===== src/rtl/param_risc_pkg.sv =====
// Shared ISA definitions for the param_risc core.
// Opcode encoding and instruction field placement helpers.
package param_risc_pkg;

    localparam int OP_W = 3;

    typedef enum logic [OP_W-1:0] {
        OP_LDI  = 3'b000,
        OP_ADD  = 3'b001,
        OP_SUB  = 3'b010,
        OP_AND  = 3'b011,
        OP_XOR  = 3'b100,
        OP_BZ   = 3'b101,
        OP_JMP  = 3'b110,
        OP_HALT = 3'b111
    } opcode_e;

    function automatic int instr_w(input int rw, input int imm_w);
        return OP_W + rw + imm_w;
    endfunction

    function automatic int op_lsb(input int rw, input int imm_w);
        return imm_w + rw;
    endfunction

    function automatic int rd_lsb(input int imm_w);
        return imm_w;
    endfunction

    function automatic int rs1_lsb(input int rw);
        return rw;
    endfunction

    function automatic logic is_alu(input opcode_e op);
        return op inside {OP_ADD, OP_SUB, OP_AND, OP_XOR};
    endfunction

endpackage


===== src/rtl/param_risc_if.sv =====
// Instruction-memory write port of the param_risc core.
// The loader drives it as master, the core listens as slave.
interface param_risc_if #(
    parameter int AW      = 5,
    parameter int INSTR_W = 13
);
    logic               imem_we;
    logic [AW-1:0]      imem_addr;
    logic [INSTR_W-1:0] imem_wdata;

    modport master (output imem_we, imem_addr, imem_wdata);
    modport slave  (input  imem_we, imem_addr, imem_wdata);
endinterface


===== src/rtl/param_risc_alu.sv =====
// Combinational ALU: ADD/SUB report carry/borrow,
// AND/XOR report carry 0; z flags a zero result.
module param_risc_alu
    import param_risc_pkg::*;
#(
    parameter int DATA_W = 8
) (
    input  opcode_e           op,
    input  logic [DATA_W-1:0] a,
    input  logic [DATA_W-1:0] b,
    output logic [DATA_W-1:0] result,
    output logic              z,
    output logic              c
);
    logic [DATA_W:0] sum;
    logic [DATA_W:0] diff;

    assign sum  = {1'b0, a} + {1'b0, b};
    assign diff = {1'b0, a} - {1'b0, b};

    always_comb begin
        result = '0;
        c      = 1'b0;
        unique case (1'b1)
            (op == OP_ADD): {c, result} = sum;
            (op == OP_SUB): {c, result} = diff;
            (op == OP_AND): result = a & b;
            (op == OP_XOR): result = a ^ b;
            default: ;
        endcase
    end

    assign z = (result == '0);
endmodule


===== src/rtl/param_risc_core.sv =====
// Two-stage (fetch / execute) parameterised RISC core
// with inline register file and instruction memory.
module param_risc_core
    import param_risc_pkg::*;
#(
    parameter int DATA_W     = 8,
    parameter int NREGS      = 4,
    parameter int IMEM_DEPTH = 32,
    parameter int IMM_W      = 8
) (
    input  logic                          clk,
    input  logic                          reset,
    input  logic                          run,
    param_risc_if.slave                   bus,
    output logic [NREGS*DATA_W-1:0]       regs_flat,
    output logic [$clog2(IMEM_DEPTH)-1:0] pc_out,
    output logic                          flag_z,
    output logic                          flag_c,
    output logic                          halted,
    output logic                          retire
);
    localparam int RW      = $clog2(NREGS);
    localparam int AW      = $clog2(IMEM_DEPTH);
    localparam int INSTR_W = instr_w(RW, IMM_W);
    localparam int OP_LSB  = op_lsb(RW, IMM_W);
    localparam int RD_LSB  = rd_lsb(IMM_W);
    localparam int RS1_LSB = rs1_lsb(RW);

    logic [INSTR_W-1:0] imem [IMEM_DEPTH];
    logic [DATA_W-1:0]  regs [NREGS];

    logic [INSTR_W-1:0] ir;
    logic               ir_valid;
    logic [AW-1:0]      pc;

    opcode_e            op;
    logic [RW-1:0]      rd;
    logic [RW-1:0]      rs1;
    logic [RW-1:0]      rs2;
    logic [IMM_W-1:0]   imm;
    logic [AW-1:0]      target;
    logic               advance;
    logic               exec;
    logic               taken;
    logic [DATA_W-1:0]  alu_res;
    logic               alu_z;
    logic               alu_c;

    assign op     = opcode_e'(ir[OP_LSB +: OP_W]);
    assign rd     = ir[RD_LSB +: RW];
    assign imm    = ir[IMM_W-1:0];
    assign rs1    = imm[RS1_LSB +: RW];
    assign rs2    = imm[RW-1:0];
    assign target = imm[AW-1:0];

    assign advance = run && !halted;
    assign exec    = advance && ir_valid;
    assign taken   = exec && ((op == OP_JMP) || ((op == OP_BZ) && flag_z));

    param_risc_alu #(.DATA_W(DATA_W)) u_alu (
        .op     (op),
        .a      (regs[rs1]),
        .b      (regs[rs2]),
        .result (alu_res),
        .z      (alu_z),
        .c      (alu_c)
    );

    // Loader writes bypass reset/run; a same-cycle fetch sees the old word.
    always_ff @(posedge clk) begin
        if (bus.imem_we) imem[bus.imem_addr] <= bus.imem_wdata;
    end

    always_ff @(posedge clk) begin
        if (reset) begin
            pc       <= '0;
            ir       <= '0;
            ir_valid <= 1'b0;
            flag_z   <= 1'b0;
            flag_c   <= 1'b0;
            halted   <= 1'b0;
            retire   <= 1'b0;
            for (int i = 0; i < NREGS; i++) regs[i] <= '0;
        end else begin
            retire <= exec;
            if (exec && (op == OP_HALT)) begin
                halted   <= 1'b1;
                ir_valid <= 1'b0;
            end else if (taken) begin
                pc       <= target;
                ir_valid <= 1'b0;
            end else if (advance) begin
                ir       <= imem[pc];
                ir_valid <= 1'b1;
                pc       <= pc + AW'(1);
            end
            if (exec) begin
                unique case (1'b1)
                    (op == OP_LDI): regs[rd] <= DATA_W'(imm);
                    is_alu(op): begin
                        regs[rd] <= alu_res;
                        flag_z   <= alu_z;
                        flag_c   <= alu_c;
                    end
                    default: ;
                endcase
            end
        end
    end

    for (genvar g = 0; g < NREGS; g++) begin : g_flat
        assign regs_flat[g*DATA_W +: DATA_W] = regs[g];
    end

    assign pc_out = pc;
endmodule


===== src/flat_wrapper.sv =====
// flat-port wrapper written by rule: the top's interface ports become plain ports
module param_risc_core_flat import param_risc_pkg::*;
#(
    parameter int DATA_W     = 8,
    parameter int NREGS      = 4,
    parameter int IMEM_DEPTH = 32,
    parameter int IMM_W      = 8
)
  (clk, reset, run, regs_flat, pc_out, flag_z, flag_c, halted, retire, bus_imem_we, bus_imem_addr, bus_imem_wdata);
  param_risc_if #(.AW((5)), .INSTR_W((13))) bus_i ();
  input  logic clk;
  input  logic reset;
  input  logic run;
  output logic [NREGS*DATA_W-1:0] regs_flat;
  output logic [$clog2(IMEM_DEPTH)-1:0] pc_out;
  output logic flag_z;
  output logic flag_c;
  output logic halted;
  output logic retire;
  input wire logic [$bits(bus_i.imem_we)-1:0] bus_imem_we;
  input wire logic [$bits(bus_i.imem_addr)-1:0] bus_imem_addr;
  input wire logic [$bits(bus_i.imem_wdata)-1:0] bus_imem_wdata;
  assign bus_i.imem_we = bus_imem_we;
  assign bus_i.imem_addr = bus_imem_addr;
  assign bus_i.imem_wdata = bus_imem_wdata;
  param_risc_core #(.DATA_W(DATA_W), .NREGS(NREGS), .IMEM_DEPTH(IMEM_DEPTH), .IMM_W(IMM_W)) u_core (.clk(clk), .reset(reset), .run(run), .bus(bus_i), .regs_flat(regs_flat), .pc_out(pc_out), .flag_z(flag_z), .flag_c(flag_c), .halted(halted), .retire(retire));
endmodule

===== config.mk =====
export PLATFORM = sky130hd
export DESIGN_NAME = param_risc_core_flat
export DESIGN_NICKNAME = d
export VERILOG_FILES = /design/src/rtl/param_risc_pkg.sv /design/src/rtl/param_risc_if.sv /design/src/rtl/param_risc_alu.sv /design/src/rtl/param_risc_core.sv /design/src/flat_wrapper.sv
export SDC_FILE = /design/constraint.sdc
export NUM_CORES = 1
export LEC_CHECK = 0
export ABC_AREA = 1
export BUFFER_PORTS_ARGS = -buffer_cell sky130_fd_sc_hd__buf_2
export CAP_MARGIN = 20
export CORE_ASPECT_RATIO = 0.75
export CORE_MARGIN = 3
export CORE_UTILIZATION = 58
export CTS_BUF_LIST = sky130_fd_sc_hd__clkbuf_4 sky130_fd_sc_hd__clkbuf_8
export DETAILED_ROUTE_END_ITERATION = 10
export PLACE_DENSITY = 0.88
export SYNTH_ARGS = -nofsm -noshare
export SYNTH_HDL_FRONTEND = slang
export SYNTH_SLANG_ARGS = --single-unit
export TNS_END_PERCENT = 5

===== constraint.sdc =====
create_clock -name clk -period 2.7 [get_ports clk]
set_input_delay 0.135 -clock clk [delete_from_list [all_inputs] [get_ports clk]]
set_output_delay 0.135 -clock clk [all_outputs]
set_load 0.02 [all_outputs]

==> results_dict.tcl <==
set metrics [dict create \
    outcome "completed" \
    ys_types 39 \
    max_slew_margin_pct 48.0 \
    finalSetupViolations 0 \
    ys_seq_area_share_pct 69.3 \
    final_common_cell "edfxtp_1" \
    synth.area.top_cells "edfxtp_1 67%, nor2_1 6.2%, o21ai_0 5.8%" \
    critPathCaptureType "flip-flop" \
    internal_power_mw 11.8 \
    clockRootBuffer "clkbuf_8" \
    first_pass_iters 6 \
    dieArea_sq_mm 0.0369 \
    drive_above_1_share_pct 17.9 \
    comb_power_share_pct 13.7 \
    num_rows 58 \
    drc 0 \
    viasPerCell 6.37 \
    cap_violations 0 \
    drtAntennaViolNets 0 \
    antenna_cells 0 \
    die_h_microns 167 \
    slew_violations 0 \
    gp_congestion 0.951 \
    clock-sinks 471 \
    cp.arrival_ps 2940 \
    hp-class "in2reg" \
    vias 15100 \
    tightest_slew_ps 780 \
    dieWidth_microns 221 \
    hpwl_microns 33400 \
    synthCells 1749 \
    layout.nets 1919 \
    io_buffers 62 \
    synth_area_sq_mm 0.0201 \
    grt_pass1_vias 14000 \
    worstPathMaxFanout 5 \
    avgSynthCellArea_sq_um 11.5 \
    postLayoutCoreUtil_pct 67.6 \
    synth_top_area_share_pct 67.0 \
    cts_max_path_buffers 3 \
    required_ps 3050 \
    timing.hold.ws_ps 57.0 \
    routed_wl_microns 54100 \
    start_kind "flip-flop" \
    wl_per_cell_microns 22.8 \
    power_switching_share_pct 26.6 \
    core_area_sq_mm 0.0338 \
    syn_nets 1791 \
    layout_common_cells "448 x edfxtp_1, 330 x nor2_1, 227 x o21ai_0, 183 x nand2_1, 89 x nand3_1" \
    ios 63 \
    seqPwrFrac_pct 51.2 \
    antenna_found_initial 0 \
    fin_crit_ps 2590 \
    path_clk_slew_ps 60 \
    cts_tree "yes" \
    drtIter0Drc 2477 \
    ys_ff_latch 471 \
    cts_buffers 70 \
    start_util_pct 59.4 \
    grt_busiest_layer "met2" \
    hold_viol 0 \
    fin_crit_sh_pct 95.9 \
    grt_use_met2_pct 43.1 \
    htreeDepth 3 \
    rsz0062_at_grt "true" \
    yosysWarnings 0 \
    grt_util_met3_pct 5.98 \
    p_per_area_mw_per_mm2 701 \
    area_delta_synth_final_pct 13.9 \
    grt_pass1_wl_microns 81500 \
    overflow 0 \
    clockPowerShare_pct 35.1 \
    yosys.area.top_type "edfxtp_1" \
    max_freq_mhz 386 \
    p_sw_mw 4.27 \
    skew_ps 39.4 \
    path_class "reg2reg" \
    grtUsageTotal_pct 28.5 \
    grt_max_degree 80 \
    power_mw 16.0 \
    clk_latency_ps 610 \
    met1_usage_pct 41.4 \
    p_leak_nw 8.10 \
    peakVddDrop_uv 518 \
]
==> power by group through the flow <==
| stage | Combinational (mW) | Clock (mW) | Sequential, mW |
|---|---|---|---|
| floorplan | 1.22 | 0 | 8.36 |
| global placement | 1.92 | 0 | 8.36 |
| detailed placement | 1.98 | 0 | 8.36 |
| CTS | 2.01 | 5.65 | 8.21 |
| global route | 2.37 | 5.96 | 8.23 |
| finish | 2.19 | 5.63 | 8.22 |
==> routing by layer <==
layer  wire, microns  part of all wire (%)
met1           20900                    39
met2           24500                    45
met5               0                     0
met3            7180                    13
met4            1580                   2.9
==> cell type report <==
cell class	count	area [sq um]
clock buffers	98	1180
clock inverters	23	158
fillers	2293	10900
inverters	77	297
multi-input cells	1101	5600
flip-flops and latches	471	13900
well taps	450	563
repair buffers	156	1140
==> critical path, cell delays in order (launching register included) <==
cell      delay, ps
dfxtp_4         370
buf_6           130
nor2_2          100
inv_1            60
a32oi_2         250
inv_2            90
fa_2            420
o21ai_2         190
nand4_1         150
nand2_1         110
nand2_2          60
nand3_2          80
nand3_4         110
o21bai_4        190
nor2_1           70
==> registers in the layout (all words and copies together), names as in the netlist <==
signal and flops:
u_core.flag_z 1, u_core.flag_c 1, u_core.imem 416, u_core.pc_out 5
u_core.ir 13, u_core.retire 1, u_core.halted 1, u_core.ir_valid 1
u_core.regs 32
==> timing repair <==
item,CTS,global route
pin swaps,0,18
buffers inserted,0,8
resized for setup,8,55
hold buffers,2,0
setup endpoints to repair,9,25
endpoints found under the hold margin,12,0
==> kinds of logic after synthesis <==
logic type / count (synthesis) / synth area share, %
AND/OR/NAND/NOR: 649 / 13.3
adder cells (fa/ha/maj): 20 / 1.32
flip-flops: 471 / 69.3
XOR/XNOR: 2 / 0.0873
buffers and inverters: 177 / 3.88
AO/OA/AOI/OAI: 430 / 12.1
==> Yosys cell counts (all sizes together) <==
library cell and n:
nand4 15, clkinv 2, a21oi 54, a32oi 9, or2 2, o221ai 1, o21ai 249, ha 18
buf 57, nand3 95, o211ai 51, xnor2 1, fa 2, nand3b 2, inv 75, xor2 1
a22oi 8, a31oi 2, edfxtp 448, clkbuf 43, a211oi 1, o22ai 53, nor3 2, o21bai 2
dfxtp 23, nor2 339, nand2 194
==> worst paths after layout <==
path                                            to              start  slack [ps]  cells after the start
worst max-delay path             u_core.regs[2][6]       u_core.ir[2]         110                     14
worst min-delay path            u_core.imem[12][2]  bus_imem_wdata[2]          60                      1
worst max register to register   u_core.regs[2][6]       u_core.ir[2]         110                     14
worst min register to register        u_core.ir[7]       u_core.ir[7]         470                      2
==> per-stage QoR <==
step,setup TNS [ps],setup slack (ps),cells,cell area (sq um)
3_3_place_gp,-375,-98.5,2245,21200
2_1_floorplan,-306,-77.3,1749,20100
3_5_place_dp,-998,-175,2245,21200
4_1_cts,0,4.50,2368,22600
5_1_grt,-88.1,-40.9,2376,22900
6_report,0,112,2376,22900
Power figures use the tool's default switching activity.
